**src/rtl/ntsc_line_scheduler.sv**
```systemverilog
// NTSC line/field timing sequencer: builds the composite baseband stream
// (sync, blanking, burst gate) locally and pulls upstream pixels only inside
// the active-video window. Timebase advances on every output load and stalls
// only on downstream backpressure.
module ntsc_line_scheduler #(
    parameter int                 LINE_SAMPLES    = 11949,
    parameter int                 HSYNC_SAMPLES   = 883,
    parameter int                 BURST_START     = 1052,
    parameter int                 BURST_SAMPLES   = 470,
    parameter int                 ACTIVE_START    = 2048,
    parameter int                 ACTIVE_SAMPLES  = 9870,
    parameter int                 LINES_PER_FIELD = 262,
    parameter int                 VSYNC_LINES     = 9,
    parameter int                 VBLANK_LINES    = 21,
    parameter logic signed [15:0] SYNC_LEVEL      = -16'sd8192,
    parameter logic signed [15:0] BLANK_LEVEL     = 16'sd0
) (
    input  logic        s00_axis_aclk,
    input  logic        s00_axis_aresetn,
    input  logic [31:0] s00_axis_tdata,
    input  logic        s00_axis_tvalid,
    input  logic        s00_axis_tlast,
    output logic        s00_axis_tready,
    output logic [31:0] m00_axis_tdata,
    output logic        m00_axis_tvalid,
    output logic        m00_axis_tlast,
    output logic [3:0]  m00_axis_tstrb,
    input  logic        m00_axis_tready,
    input  logic        clr_status,
    output logic [15:0] underrun_cnt,
    output logic        align_err
);

    // +1 so that exclusive window ends equal to LINE_SAMPLES still fit
    localparam int SW = $clog2(LINE_SAMPLES + 1);
    localparam int LW = $clog2(LINES_PER_FIELD + 1);

    localparam logic [SW-1:0] S_LAST     = SW'(LINE_SAMPLES - 1);
    localparam logic [SW-1:0] S_VS_END   = SW'(LINE_SAMPLES - HSYNC_SAMPLES);
    localparam logic [SW-1:0] S_HS_END   = SW'(HSYNC_SAMPLES);
    localparam logic [SW-1:0] S_BU_BEG   = SW'(BURST_START);
    localparam logic [SW-1:0] S_BU_END   = SW'(BURST_START + BURST_SAMPLES);
    localparam logic [SW-1:0] S_AC_BEG   = SW'(ACTIVE_START);
    localparam logic [SW-1:0] S_AC_END   = SW'(ACTIVE_START + ACTIVE_SAMPLES);
    localparam logic [SW-1:0] S_AC_LAST  = SW'(ACTIVE_START + ACTIVE_SAMPLES - 1);
    localparam logic [LW-1:0] L_LAST     = LW'(LINES_PER_FIELD - 1);
    localparam logic [LW-1:0] L_VS_END   = LW'(VSYNC_LINES);
    localparam logic [LW-1:0] L_VB_END   = LW'(VBLANK_LINES);

    typedef enum logic [2:0] {
        SEG_VSYNC,
        SEG_HSYNC,
        SEG_BURST,
        SEG_ACTIVE,
        SEG_BLANK
    } seg_t;

    logic [SW-1:0] samp;
    logic [LW-1:0] line;
    seg_t          seg;
    logic          load_en;
    logic          gate;
    logic [15:0]   level;
    logic          accept;
    logic          underrun_ev;
    logic          align_ev;
    logic          last_act_pos;
    logic          unused_ok;

    assign unused_ok      = &{1'b0, s00_axis_tdata[31:16]};
    assign m00_axis_tstrb = 4'hF;

    assign load_en         = !m00_axis_tvalid || m00_axis_tready;
    // Gated by reset so nothing is pulled upstream while the block is held.
    assign s00_axis_tready = s00_axis_aresetn && load_en && (seg == SEG_ACTIVE);
    assign accept          = s00_axis_tvalid && s00_axis_tready;
    assign underrun_ev     = s00_axis_aresetn && load_en && (seg == SEG_ACTIVE) && !s00_axis_tvalid;
    assign last_act_pos    = (line == L_LAST) && (samp == S_AC_LAST);
    // tlast on the wrong pixel, or missing on the last active pixel
    assign align_ev        = accept && (s00_axis_tlast != last_act_pos);

    // Classify the current (line, sample) position, highest priority first
    always_comb begin
        seg = SEG_BLANK;
        if (line < L_VS_END)
            seg = SEG_VSYNC;
        else if (samp < S_HS_END)
            seg = SEG_HSYNC;
        else if (samp >= S_BU_BEG && samp < S_BU_END)
            seg = SEG_BURST;
        else if (line >= L_VB_END && samp >= S_AC_BEG && samp < S_AC_END)
            seg = SEG_ACTIVE;
    end

    // Sample value and burst gate for the current position
    always_comb begin
        level = BLANK_LEVEL;
        gate  = 1'b0;
        case (seg)
            SEG_VSYNC:  level = (samp < S_VS_END) ? SYNC_LEVEL : BLANK_LEVEL;
            SEG_HSYNC:  level = SYNC_LEVEL;
            SEG_BURST:  gate  = 1'b1;
            SEG_ACTIVE: level = s00_axis_tvalid ? s00_axis_tdata[15:0] : BLANK_LEVEL;
            default:    level = BLANK_LEVEL;
        endcase
    end

    // Sample/line timebase; advances only when the output register loads
    always_ff @(posedge s00_axis_aclk) begin
        if (!s00_axis_aresetn) begin
            samp <= '0;
            line <= '0;
        end else if (load_en) begin
            if (samp == S_LAST) begin
                samp <= '0;
                line <= (line == L_LAST) ? '0 : line + 1'b1;
            end else begin
                samp <= samp + 1'b1;
            end
        end
    end

    // Output register
    always_ff @(posedge s00_axis_aclk) begin
        if (!s00_axis_aresetn) begin
            m00_axis_tdata  <= '0;
            m00_axis_tvalid <= 1'b0;
            m00_axis_tlast  <= 1'b0;
        end else if (load_en) begin
            m00_axis_tdata  <= {15'b0, gate, level};
            m00_axis_tvalid <= 1'b1;
            m00_axis_tlast  <= (line == L_LAST) && (samp == S_LAST);
        end
    end

    // Status: an event in the same cycle as clr_status takes precedence
    always_ff @(posedge s00_axis_aclk) begin
        if (!s00_axis_aresetn) begin
            underrun_cnt <= '0;
            align_err    <= 1'b0;
        end else begin
            if (underrun_ev)
                underrun_cnt <= clr_status ? 16'd1 :
                                (underrun_cnt == 16'hFFFF) ? 16'hFFFF : underrun_cnt + 16'd1;
            else if (clr_status)
                underrun_cnt <= '0;

            if (align_ev)
                align_err <= 1'b1;
            else if (clr_status)
                align_err <= 1'b0;
        end
    end

endmodule

```
**config.mk**
```make
export PLATFORM = sky130hd
export DESIGN_NAME = ntsc_line_scheduler
export DESIGN_NICKNAME = d
export VERILOG_FILES = /design/src/rtl/ntsc_line_scheduler.sv
export SDC_FILE = /design/constraint.sdc
export NUM_CORES = 1
export LEC_CHECK = 0
export CAP_MARGIN = 20
export CORE_MARGIN = 2
export CORE_UTILIZATION = 40
export DETAILED_ROUTE_END_ITERATION = 6
export HOLD_SLACK_MARGIN = 0.05
export PLACE_DENSITY_LB_ADDON = 0.15
export SKIP_CTS_REPAIR_TIMING = 1
export SYNTH_ARGS = -nofsm -noshare
export SYNTH_HDL_FRONTEND = slang
export SYNTH_SLANG_ARGS = --single-unit
```
**constraint.sdc**
```tcl
create_clock -name s00_axis_aclk -period 4.3 [get_ports s00_axis_aclk]
set_clock_uncertainty 0.2 [all_clocks]
set_input_delay 0.43 -clock s00_axis_aclk [delete_from_list [all_inputs] [get_ports s00_axis_aclk]]
set_output_delay 0.43 -clock s00_axis_aclk [all_outputs]
set_load 0.05 [all_outputs]
```
Word level (Yosys, flattened, before mapping)
Index checks and enable logic that the tools add are counted.
{"block": "op_classes", "n_mul": 0, "mux": 16, "magnitude_cmp": 8, "shifts": 0, "n_addsub": 3, "n_reduce_logical": 17, "n_eq_ne": 8, "n_bitwise": 0, "div": 0}
{"cell": "$mux W16", "n": 6}
{"cell": "$pmux W16 S3", "n": 1}
{"cell": "$eq A14 B14 Y1 const B", "n": 2}
{"cell": "$lt A14 B14 Y1 const B", "n": 2}
{"cell": "$add A16 B1 Y16 const B", "n": 1}
{"cell": "$eq A16 B16 Y1 const B", "n": 1}
{"cell": "$add A14 B1 Y14 const B", "n": 1}
{"cell": "$ge A14 B11 Y1 const B", "n": 1}
{"cell": "$ge A14 B12 Y1 const B", "n": 1}
{"cell": "$lt A14 B10 Y1 const B", "n": 1}
{"cell": "$lt A14 B11 Y1 const B", "n": 1}
{"cell": "$mux W14", "n": 1}
{"cell": "$mux W3", "n": 4}
{"cell": "$logic_and A1 B1 Y1", "n": 10}
{"cell": "$add A9 B1 Y9 const B", "n": 1}
{"cell": "$eq A9 B9 Y1 const B", "n": 1}
{"cell": "$ge A9 B5 Y1 const B", "n": 1}
{"cell": "$lt A9 B4 Y1 const B", "n": 1}
{"cell": "$mux W9", "n": 1}
{"cell": "$eq A3 B2 Y1 const B", "n": 2}
{"cell": "$reduce_bool A2 Y1", "n": 2}
{"cell": "$eq A3 B1 Y1 const B", "n": 1}
{"cell": "$logic_not A3 Y1", "n": 1}
{"cell": "$mux W1", "n": 3}
{"cell": "4 further kinds", "n": 5}
{"block": "word_totals", "ram_bits": 0, "mem_bits_ro": 0, "ff_bits": 59, "memories": 0, "latchBits": 0, "inputBits": 38, "word_cells": 59}

Depth between registers and ports, before layout
Gate-level depths: netlist of the first run.
{"block": "depth", "word_depth": 12, "depth_mapped": 8, "mapped_depth_nobuf": 7}

Worst setup path after synthesis of the first run
Ideal clock, no wire load.
{"block": "synth_timing", "kind": "register to register", "from": "register underrun_cnt[6]", "to": "register underrun_cnt[13]", "setup_ns": 0.088, "path_stages_with_launch": 7, "t_arrival_ns": 2.058, "period_less_slack_ns": 2.346, "t_required_ns": 4.012, "slack_ns": 1.954, "path_cell_list": "dfxtp_1 -> and4_4 -> nand4_4 -> or2_4 -> and3_4 -> buf_6 -> a311oi_2"}
{"block": "synth_between", "elab_chain_cells": 4}
{"item": "from (decl)", "line_no": "30", "source": "output logic [15:0] underrun_cnt,"}
{"item": "from (signal assigned)", "line_no": "143", "source": "underrun_cnt <= clr_status ? 16'd1 :"}
{"item": "$add A16 B1 Y16 / $eq A16 B16 Y1 (equally long branches)", "line_no": "144", "source": "(underrun_cnt == 16'hFFFF) ? 16'hFFFF : underrun_cnt + 16'd1;"}
{"item": "$mux W16 *", "line_no": "144"}
{"item": "$mux W16 *", "line_no": "143"}
{"item": "$mux W16 *", "line_no": "142", "source": "if (underrun_ev)"}
Every way passes the cells marked *; elsewhere a longest branch is shown, timed or not.
A chain may end at the register's enable or synchronous reset.

Worst setup path after layout of the first run
{"block": "layout_timing", "from": "register line[4]", "to": "output s00_axis_tready"}
{"block": "layout_between", "elab_chain_cells": 9}
{"item": "from (decl)", "line_no": "59", "source": "logic [LW-1:0] line;"}
{"item": "from (signal assigned)", "line_no": "116", "source": "line <= (line == L_LAST) ? '0 : line + 1'b1;"}
{"item": "$ge A9 B5 Y1", "line_no": "91", "source": "else if (line >= L_VB_END && samp >= S_AC_BEG && samp < S_AC_END)"}
{"item": "$logic_and A1 B1 Y1 (2 in series)", "line_no": "91"}
{"item": "$mux W3", "line_no": "91"}
{"item": "$mux W3", "line_no": "89", "source": "else if (samp >= S_BU_BEG && samp < S_BU_END)"}
{"item": "$mux W3", "line_no": "87", "source": "else if (samp < S_HS_END)"}
{"item": "$mux W3 *", "line_no": "85", "source": "if (line < L_VS_END)"}
{"item": "$eq A3 B2 Y1 *", "line_no": "75", "source": "assign s00_axis_tready = s00_axis_aresetn && load_en && (seg == SEG_ACTIVE);"}
{"item": "$logic_and A1 B1 Y1 *", "line_no": "75"}
{"item": "to (decl)", "line_no": "23", "source": "output logic s00_axis_tready,"}
Marked as above.

==> results of run 1 <==
==> power breakdown <==
group          internal (mW)  total, mW  switching, mW
clock network          0.271      0.515          0.244
registers              0.552      0.557        0.00586
logic                 0.0313      0.106         0.0745
==> final timing paths <==
path | start | slack, ps | to | cells past startpoint
worst min register to register | m00_axis_tdata[16] | 250 | m00_axis_tdata[16] | 2
worst max register to register | line[4] | 1920 | underrun_cnt[13] | 5
worst max-delay path | line[4] | 1160 | s00_axis_tready | 5
worst min-delay path | m00_axis_tdata[16] | 250 | m00_axis_tdata[16] | 2
==> kinds of logic (layout without fill, tap and decap cells) <==
group           Yosys count  after routing  synth area share
simple gates            143            143             0.257
fa+ha+maj                 6              6            0.0243
xor+xnor                 21             21            0.0595
flops                    59             59             0.382
other cells               2             19           0.00243
compound gates           76             76             0.185
mux                       1              1           0.00324
buf+inv                  48             87            0.0866
==> through the flow <==
step / cell area, µm² / util / hold slack (ps) / power [mW]
2_1_floorplan: 3160 / - / 298 / 0.654
3_3_place_gp: 3650 / 0.479 / 242 / 0.674
3_5_place_dp: 3650 / 0.479 / 244 / 0.675
4_1_cts: 3850 / 0.506 / 258 / 1.19
5_1_grt: 3850 / 0.507 / 282 / 1.23
6_report: 3850 / 0.507 / 254 / 1.18
==> cells in the mapped netlist, types with 8 or more instances <==
library cell | instances | area, µm²
dfxtp_1 | 59 | 1180
nor2_1 | 38 | 143
nand2_1 | 27 | 101
buf_4 | 19 | 143
a31oi_1 | 18 | 113
a22o_1 | 14 | 123
xor2_1 | 13 | 114
nand3_1 | 12 | 60.1
inv_1 | 11 | 41.3
a211oi_1 | 10 | 75.1
clkbuf_1 | 10 | 37.5
nor3_1 | 10 | 50.1
nand4_1 | 8 | 50.1
xnor2_1 | 8 | 70.1
==> final cells by class <==
cell class              count  share of cell area
well taps                 102              0.0331
flip-flops and latches     59               0.306
clock buffers               9              0.0321
repair buffers             60               0.154
inverters                  11              0.0107
multi-input cells         266               0.443
clock inverters             7              0.0201
==> flip-flops by register name, summed over array words and instances (netlist names) <==
name and flops:
m00_axis_tdata 17, m00_axis_tvalid 1, align_err 1, samp 14
underrun_cnt 16, m00_axis_tlast 1, line 9
==> worst max-delay path: cells and delay by family (launching register included) <==
family          cells  cell delay (ps)
compound gates      2              540
simple gates        2              340
buf+inv             1              840
flops               1              450
==> per-layer routing <==
metal,vias to the layer above,global-route usage
li1,1376,-
met1,1239,0.234
met2,74,0.271
met3,10,0.0378
met4,0,0.0784
met5,-,0
==> results.json, run 1 <==
{
  "multi_input_area_um2": 1710,
  "start_kind": "flip-flop",
  "slew_headroom": 0.380,
  "dpl.hpwl_um": 5040,
  "gr-total-overflow": 0,
  "max_cap_viol_count": 0,
  "place.gp.congestion": 0.816,
  "drc": 0,
  "fp.dieH_um": 91.9,
  "async_flop_share": 0,
  "drt_iter0_markers": 107,
  "dr.max_layer_used": "met4",
  "final_common_cell": "dfxtp_1",
  "clkTransAtPathRegs_ps": 70,
  "worstSetupPathType": "reg -> out",
  "final_cell_mix": "dfxtp_1 (59), clkdlybuf4s50_1 (58), nor2_1 (38)",
  "cts_buffer_depth": 2,
  "vias": 2699,
  "syn2layout_area_growth_pct": 24.6,
  "core_um2": 7610,
  "antenna_left": 0,
  "setup-tns-final_ps": 0,
  "drt-met1-wl_um": 3440,
  "cts-htree-levels": 3,
  "crit_path_top_delay_cell": "clkdlybuf4s50_1",
  "regArea_um2": 1180,
  "first_global_vias": 2451,
  "start_util": 0.407,
  "cp.required_ps": 3670,
  "rsz0062_at_grt": "no",
  "first_pass_iters": 4,
  "ys.warnings.count": 0,
  "syn_area_um2": 3090,
  "ys_seq_area_frac": 0.382,
  "clockRootBuffer": "clkbuf_8",
  "max_stage_delay_ps": 840,
  "wire_per_inst_um": 14.0,
  "ios": 94,
  "cp_common_cell": "nor2_1",
  "ys_seq_elements": 59,
  "drive_above_1_share": 0.0898,
  "finalCritPeriodShare": 0.730,
  "grt_usage": 0.175,
  "clkLatencyLatePin_ps": 350,
  "layout_setup_ws_ps": 1160,
  "worstPathCellList": "nor2_1 > a211oi_1 > o211ai_1 > nor2_1 > clkdlybuf4s50_1",
  "cts_sinks": 59,
  "yosys_most_used_dff": "dfxtp_1",
  "grt_pass1_wl_um": 11800,
  "portBuffers": 58,
  "synth_cell_types": 55,
  "antenna_found_initial": 0,
  "worst_pin_slew_ps": 925,
  "powerDensity_nw_per_um2": 306,
  "crit_arrival_ps": 2510,
  "cts-buffers-inserted": 9,
  "wl_met2_um": 3210,
  "final_cell_count_no_fill": 514,
  "timing_hold_violations_final": 0,
  "leakagePower_nw": 1.34,
  "fillCellCount": 730,
  "route.met3.wl_um": 420,
  "routed_wl_um": 7180,
  "worstPathMaxFanout": 7,
  "diodes": 0,
  "synth_cells": 356,
  "die-area_um2": 8450,
  "die_w_um": 91.9,
  "outcome": "finished, final reports clean",
  "pre_cts_ws_ps": 1300,
  "worstHoldPathType": "reg -> reg",
  "synth_edf_count": 0,
  "placedCellCount": 497,
  "setup_viol": 0,
  "vias_per_cell": 5.25,
  "ir_worst_vdd_mv": 0.138,
  "cts_tree": "done",
  "grt_max_degree": 22,
  "min_period_ps": 3140,
  "end_kind": "output pin",
  "nNetsFinal": 451,
  "fmax_mhz": 319,
  "avgSynthCellArea_um2": 8.69,
  "num_rows": 32,
  "drv_slew": 0
}
Power figures use the tool's default switching activity.
==> run 2: changes to the inputs <==
==> constraint.sdc (replaced) <==
create_clock -name s00_axis_aclk -period 2.9 [get_ports s00_axis_aclk]
set_clock_uncertainty 0.2 [all_clocks]
set_input_delay 0.29 -clock s00_axis_aclk [delete_from_list [all_inputs] [get_ports s00_axis_aclk]]
set_output_delay 0.29 -clock s00_axis_aclk [all_outputs]
set_load 0.05 [all_outputs]
==> results.json, run 2 (synthesis results as in run 1) <==
{
  "start_kind": "flip-flop",
  "final_cell_mix": "dfxtp_1 (59), clkdlybuf4s50_1 (57), nor2_1 (38)",
  "drive_above_1_share": 0.105,
  "setup_viol": 0,
  "leakagePower_nw": 1.37,
  "vias_per_cell": 5.21,
  "min_period_ps": 2410,
  "place.gp.congestion": 0.805,
  "fp.dieH_um": 91.9,
  "whs_ps": 260,
  "cts_buffer_depth": 2,
  "die_w_um": 91.9,
  "fmax_mhz": 415,
  "cts_tree": "done",
  "cts_sinks": 59,
  "grt_usage": 0.176,
  "worstPathMaxFanout": 7,
  "finalCritPeriodShare": 0.831,
  "drv_slew": 0,
  "outcome": "finished, final reports clean",
  "num_rows": 32,
  "end_kind": "output pin",
  "cts-htree-levels": 3,
  "drc": 0,
  "dpl.hpwl_um": 5280,
  "max_cap_viol_count": 0,
  "nNetsFinal": 457,
  "worstSetupPathType": "reg -> out",
  "first_global_vias": 2367,
  "worst_pin_slew_ps": 661,
  "reg_top3": "m00_axis_tdata x17, underrun_cnt x16, samp x14",
  "fillCellCount": 736,
  "largest_register": "m00_axis_tdata",
  "grt_pass1_wl_um": 11800,
  "clkTransAtPathRegs_ps": 70,
  "first_pass_iters": 4,
  "rsz0062_at_grt": "no",
  "syn2layout_area_growth_pct": 26.0,
  "clkLatencyLatePin_ps": 340,
  "ios": 94,
  "vias": 2710,
  "core_um2": 7610,
  "drt_iter0_markers": 101,
  "layout_setup_ws_ps": 491,
  "routed_wl_um": 7380,
  "pre_cts_ws_ps": 419,
  "start_util": 0.407,
  "cts-buffers-inserted": 9,
  "diodes": 0,
  "portBuffers": 58,
  "gr-total-overflow": 0,
  "crit_arrival_ps": 1920,
  "final_common_cell": "dfxtp_1",
  "timing_hold_violations_final": 0,
  "worstHoldPathType": "reg -> reg",
  "largest_reg_flops": 17,
  "grt_max_degree": 19,
  "antenna_found_initial": 0,
  "clockRootBuffer": "clkbuf_8",
  "ir_worst_vdd_mv": 0.294,
  "antenna_left": 0,
  "powerDensity_nw_per_um2": 449,
  "slew_headroom": 0.559,
  "setup-tns-final_ps": 0,
  "cp.required_ps": 2410,
  "wire_per_inst_um": 14.2,
  "die-area_um2": 8450
}
-- run 2: cell count changes in the layout (fill, tap and decap cells not counted) --
cell and delta:
buf_4 +7, clkinv_4 -2, clkdlybuf4s50_1 -1, clkinvlp_4 +1, inv_6 +1
-- run 2: final cells by class --
class,instances,area [µm²],area share
clock buffer,9,124,0.0318
clock inverter,7,76.3,0.0196
inverter,11,41.3,0.0106
multi-input combinational,266,1710,0.438
sequential,59,1180,0.303
tap,102,128,0.0328
timing repair buffer,66,638,0.164
-- run 2: path summary, 6_finish.rpt --
path | start | end | slack, ps | cells after the start
hold / removal | m00_axis_tdata[16] | m00_axis_tdata[16] | 260 | 2
setup reg to reg | samp[3] | line[1] | 610 | 5
setup / recovery | line[1] | s00_axis_tready | 490 | 7
hold reg to reg | m00_axis_tdata[16] | m00_axis_tdata[16] | 260 | 2
-- run 2: metrics by stage --
stage	instances	area, µm²	util	power (mW)
after floorplan	373	3160	-	0.970
after global placement	504	3700	0.486	1.00
after detailed placement	504	3700	0.486	1.01
after CTS	520	3900	0.512	1.77
after global routing	520	3900	0.512	1.82
final	520	3900	0.512	1.75
-- run 2: critical path: stages, from the launching register on --
cell and delay [ps]:
dfxtp_1 440, inv_1 70, ha_1 190, o31ai_1 190, nand3b_1 140, o211ai_1 220, nor2_1 120, buf_4 210
-- run 2: routing by layer --
metal  part of all wire  vias to the layer above  GRT usage  routed length (µm)
li1                   -                     1382          -                   -
met1               0.49                     1253      0.245                3610
met2               0.45                       64      0.254                3300
met3              0.044                       11     0.0427                 322
met4              0.021                        0     0.0833                 157
met5                  0                        -          0                   0
-- run 2: power breakdown --
group	internal, mW	switching (mW)
logic	0.0490	0.112
clock network	0.402	0.359
registers	0.818	0.00873
total	1.27	0.480
==> run 3: changes to the inputs <==
==> constraint.sdc (replaced) <==
create_clock -name s00_axis_aclk -period 2.46 [get_ports s00_axis_aclk]
set_clock_uncertainty 0.2 [all_clocks]
set_input_delay 0.246 -clock s00_axis_aclk [delete_from_list [all_inputs] [get_ports s00_axis_aclk]]
set_output_delay 0.246 -clock s00_axis_aclk [all_outputs]
set_load 0.05 [all_outputs]
==> results.json, run 3 (synthesis results as in run 1) <==
{
  "outcome": "finished, final reports clean",
  "worstHoldPathType": "reg -> reg",
  "seq_power_share": 0.478,
  "die_w_um": 91.9,
  "setup-tns-final_ps": 0,
  "powerDensity_nw_per_um2": 517,
  "end_kind": "output pin",
  "num_rows": 32,
  "cts_tree": "done",
  "critPathTopFamily": "flip-flops",
  "cts-buffers-inserted": 9,
  "layout_setup_ws_ps": 104,
  "drive_above_1_share": 0.133,
  "place.gp.congestion": 0.816,
  "pre_cts_ws_ps": 62.4,
  "crit_buf_inv": 1,
  "worstPathCellList": "nand3_1 > and3b_1 > o211ai_1 > nor2_2 > buf_12",
  "setup_viol": 0,
  "routed_wl_um": 7290,
  "fillCellCount": 737,
  "p_clk_frac": 0.429,
  "clockRootBuffer": "clkbuf_8",
  "cp_num_cells": 5,
  "drv_slew": 0,
  "cts-htree-levels": 3,
  "wire_per_inst_um": 13.9,
  "worstPathMaxFanout": 9,
  "grt_pass1_wl_um": 12400,
  "start_util": 0.407,
  "min_period_ps": 2360,
  "final_common_cell": "clkdlybuf4s50_1",
  "crit_arrival_ps": 1910,
  "core_um2": 7610,
  "max_stage_delay_ps": 500,
  "hold_path_depth": 2,
  "die-area_um2": 8450,
  "cts_buffer_depth": 2,
  "vias": 2793,
  "crit_path_top_delay_cell": "dfxtp_1",
  "worstSetupPathType": "reg -> out",
  "syn2layout_area_growth_pct": 27.5,
  "worst_pin_slew_ps": 772,
  "cp.required_ps": 2010,
  "diodes": 0,
  "p_sw_mw": 0.552,
  "reg2regPathDepth": 5,
  "grt_max_degree": 19,
  "fmax_mhz": 424,
  "antenna_found_initial": 0,
  "first_pass_iters": 4,
  "grt_usage": 0.183,
  "largest_reg_flops": 17,
  "timing_hold_violations_final": 0,
  "first_global_vias": 2592,
  "cts_sinks": 59,
  "vias_per_cell": 5.34,
  "final_cell_mix": "clkdlybuf4s50_1 (57), dfxtp_1 (51), nor2_1 (37)",
  "p_comb_frac": 0.093,
  "clkLatencyLatePin_ps": 340,
  "reg_top3": "m00_axis_tdata x17, underrun_cnt x16, samp x14",
  "whs_ps": 258,
  "gr-total-overflow": 0,
  "start_kind": "flip-flop",
  "leakagePower_nw": 1.40,
  "drt_iter0_markers": 99,
  "nNetsFinal": 460,
  "slew_headroom": 0.481,
  "ir_worst_vdd_mv": 0.265,
  "final_cell_count_no_fill": 523,
  "drc": 0,
  "clkTransAtPathRegs_ps": 70,
  "ios": 94,
  "internal_power_mw": 1.49,
  "placedCellCount": 507,
  "portBuffers": 58,
  "ff2ff_setup_slack_ps": 130,
  "fp.dieH_um": 91.9,
  "largest_register": "m00_axis_tdata",
  "max_cap_viol_count": 0,
  "swShare": 0.271,
  "antenna_left": 0,
  "finalCritPeriodShare": 0.958,
  "rsz0062_at_grt": "yes",
  "dpl.hpwl_um": 5260
}
-- run 3: cell types whose count changed in the layout (fill, tap and decap cells not counted), sizes merged --
cell    change
clkinv      +2
buf         +3
inv         -2
-- run 3: cell type report --
class / count / area [µm²] / area share
Timing Repair Buffer: 69 / 673 / 0.171
Clock buffer: 9 / 124 / 0.0314
Multi-Input combinational cell: 266 / 1720 / 0.435
Sequential cell: 59 / 1190 / 0.302
Inverter: 11 / 41.3 / 0.0105
Tap cell: 102 / 128 / 0.0324
Clock inverter: 7 / 68.8 / 0.0175
-- run 3: stage by stage --
step / cell area (µm²) / utilization / power (mW)
after detailed placement: 3730 / 0.490 / 1.18
after floorplan: 3160 / - / 1.14
after CTS: 3920 / 0.516 / 2.06
after global routing: 3940 / 0.518 / 2.12
final: 3940 / 0.518 / 2.04
after global placement: 3730 / 0.490 / 1.18
-- run 3: worst reg2reg max path, stage by stage, from the launching register on --
cell      delay [ps]
dfxtp_1          430
nor3_1           130
a211oi_1         280
o211ai_1         280
nor3_1           660
a311oi_1         190
-- run 3: worst paths after layout --
kind,startpoint,to
setup / recovery,samp[3],s00_axis_tready
hold / removal,m00_axis_tdata[14],m00_axis_tdata[14]
setup reg to reg,line[5],underrun_cnt[1]
hold reg to reg,m00_axis_tdata[14],m00_axis_tdata[14]
-- run 3: layer usage --
metal | up-vias | wire (µm) | global-route usage | part of all wire
met5 | - | 0 | 0 | 0
met4 | 0 | 89 | 0.0759 | 0.012
met3 | 8 | 422 | 0.0444 | 0.058
met2 | 79 | 3390 | 0.284 | 0.47
met1 | 1322 | 3390 | 0.243 | 0.46
li1 | 1384 | - | - | -
-- run 3: power by group through the flow --
| stage | combinational (mW) | sequential (mW) | clock [mW] |
|---|---|---|---|
| finish | 0.189 | 0.974 | 0.874 |
| global route | 0.202 | 0.976 | 0.943 |
| CTS | 0.189 | 0.974 | 0.899 |
| detailed placement | 0.188 | 0.996 | 0 |
| global placement | 0.187 | 0.996 | 0 |
| floorplan | 0.134 | 1.01 | 0 |
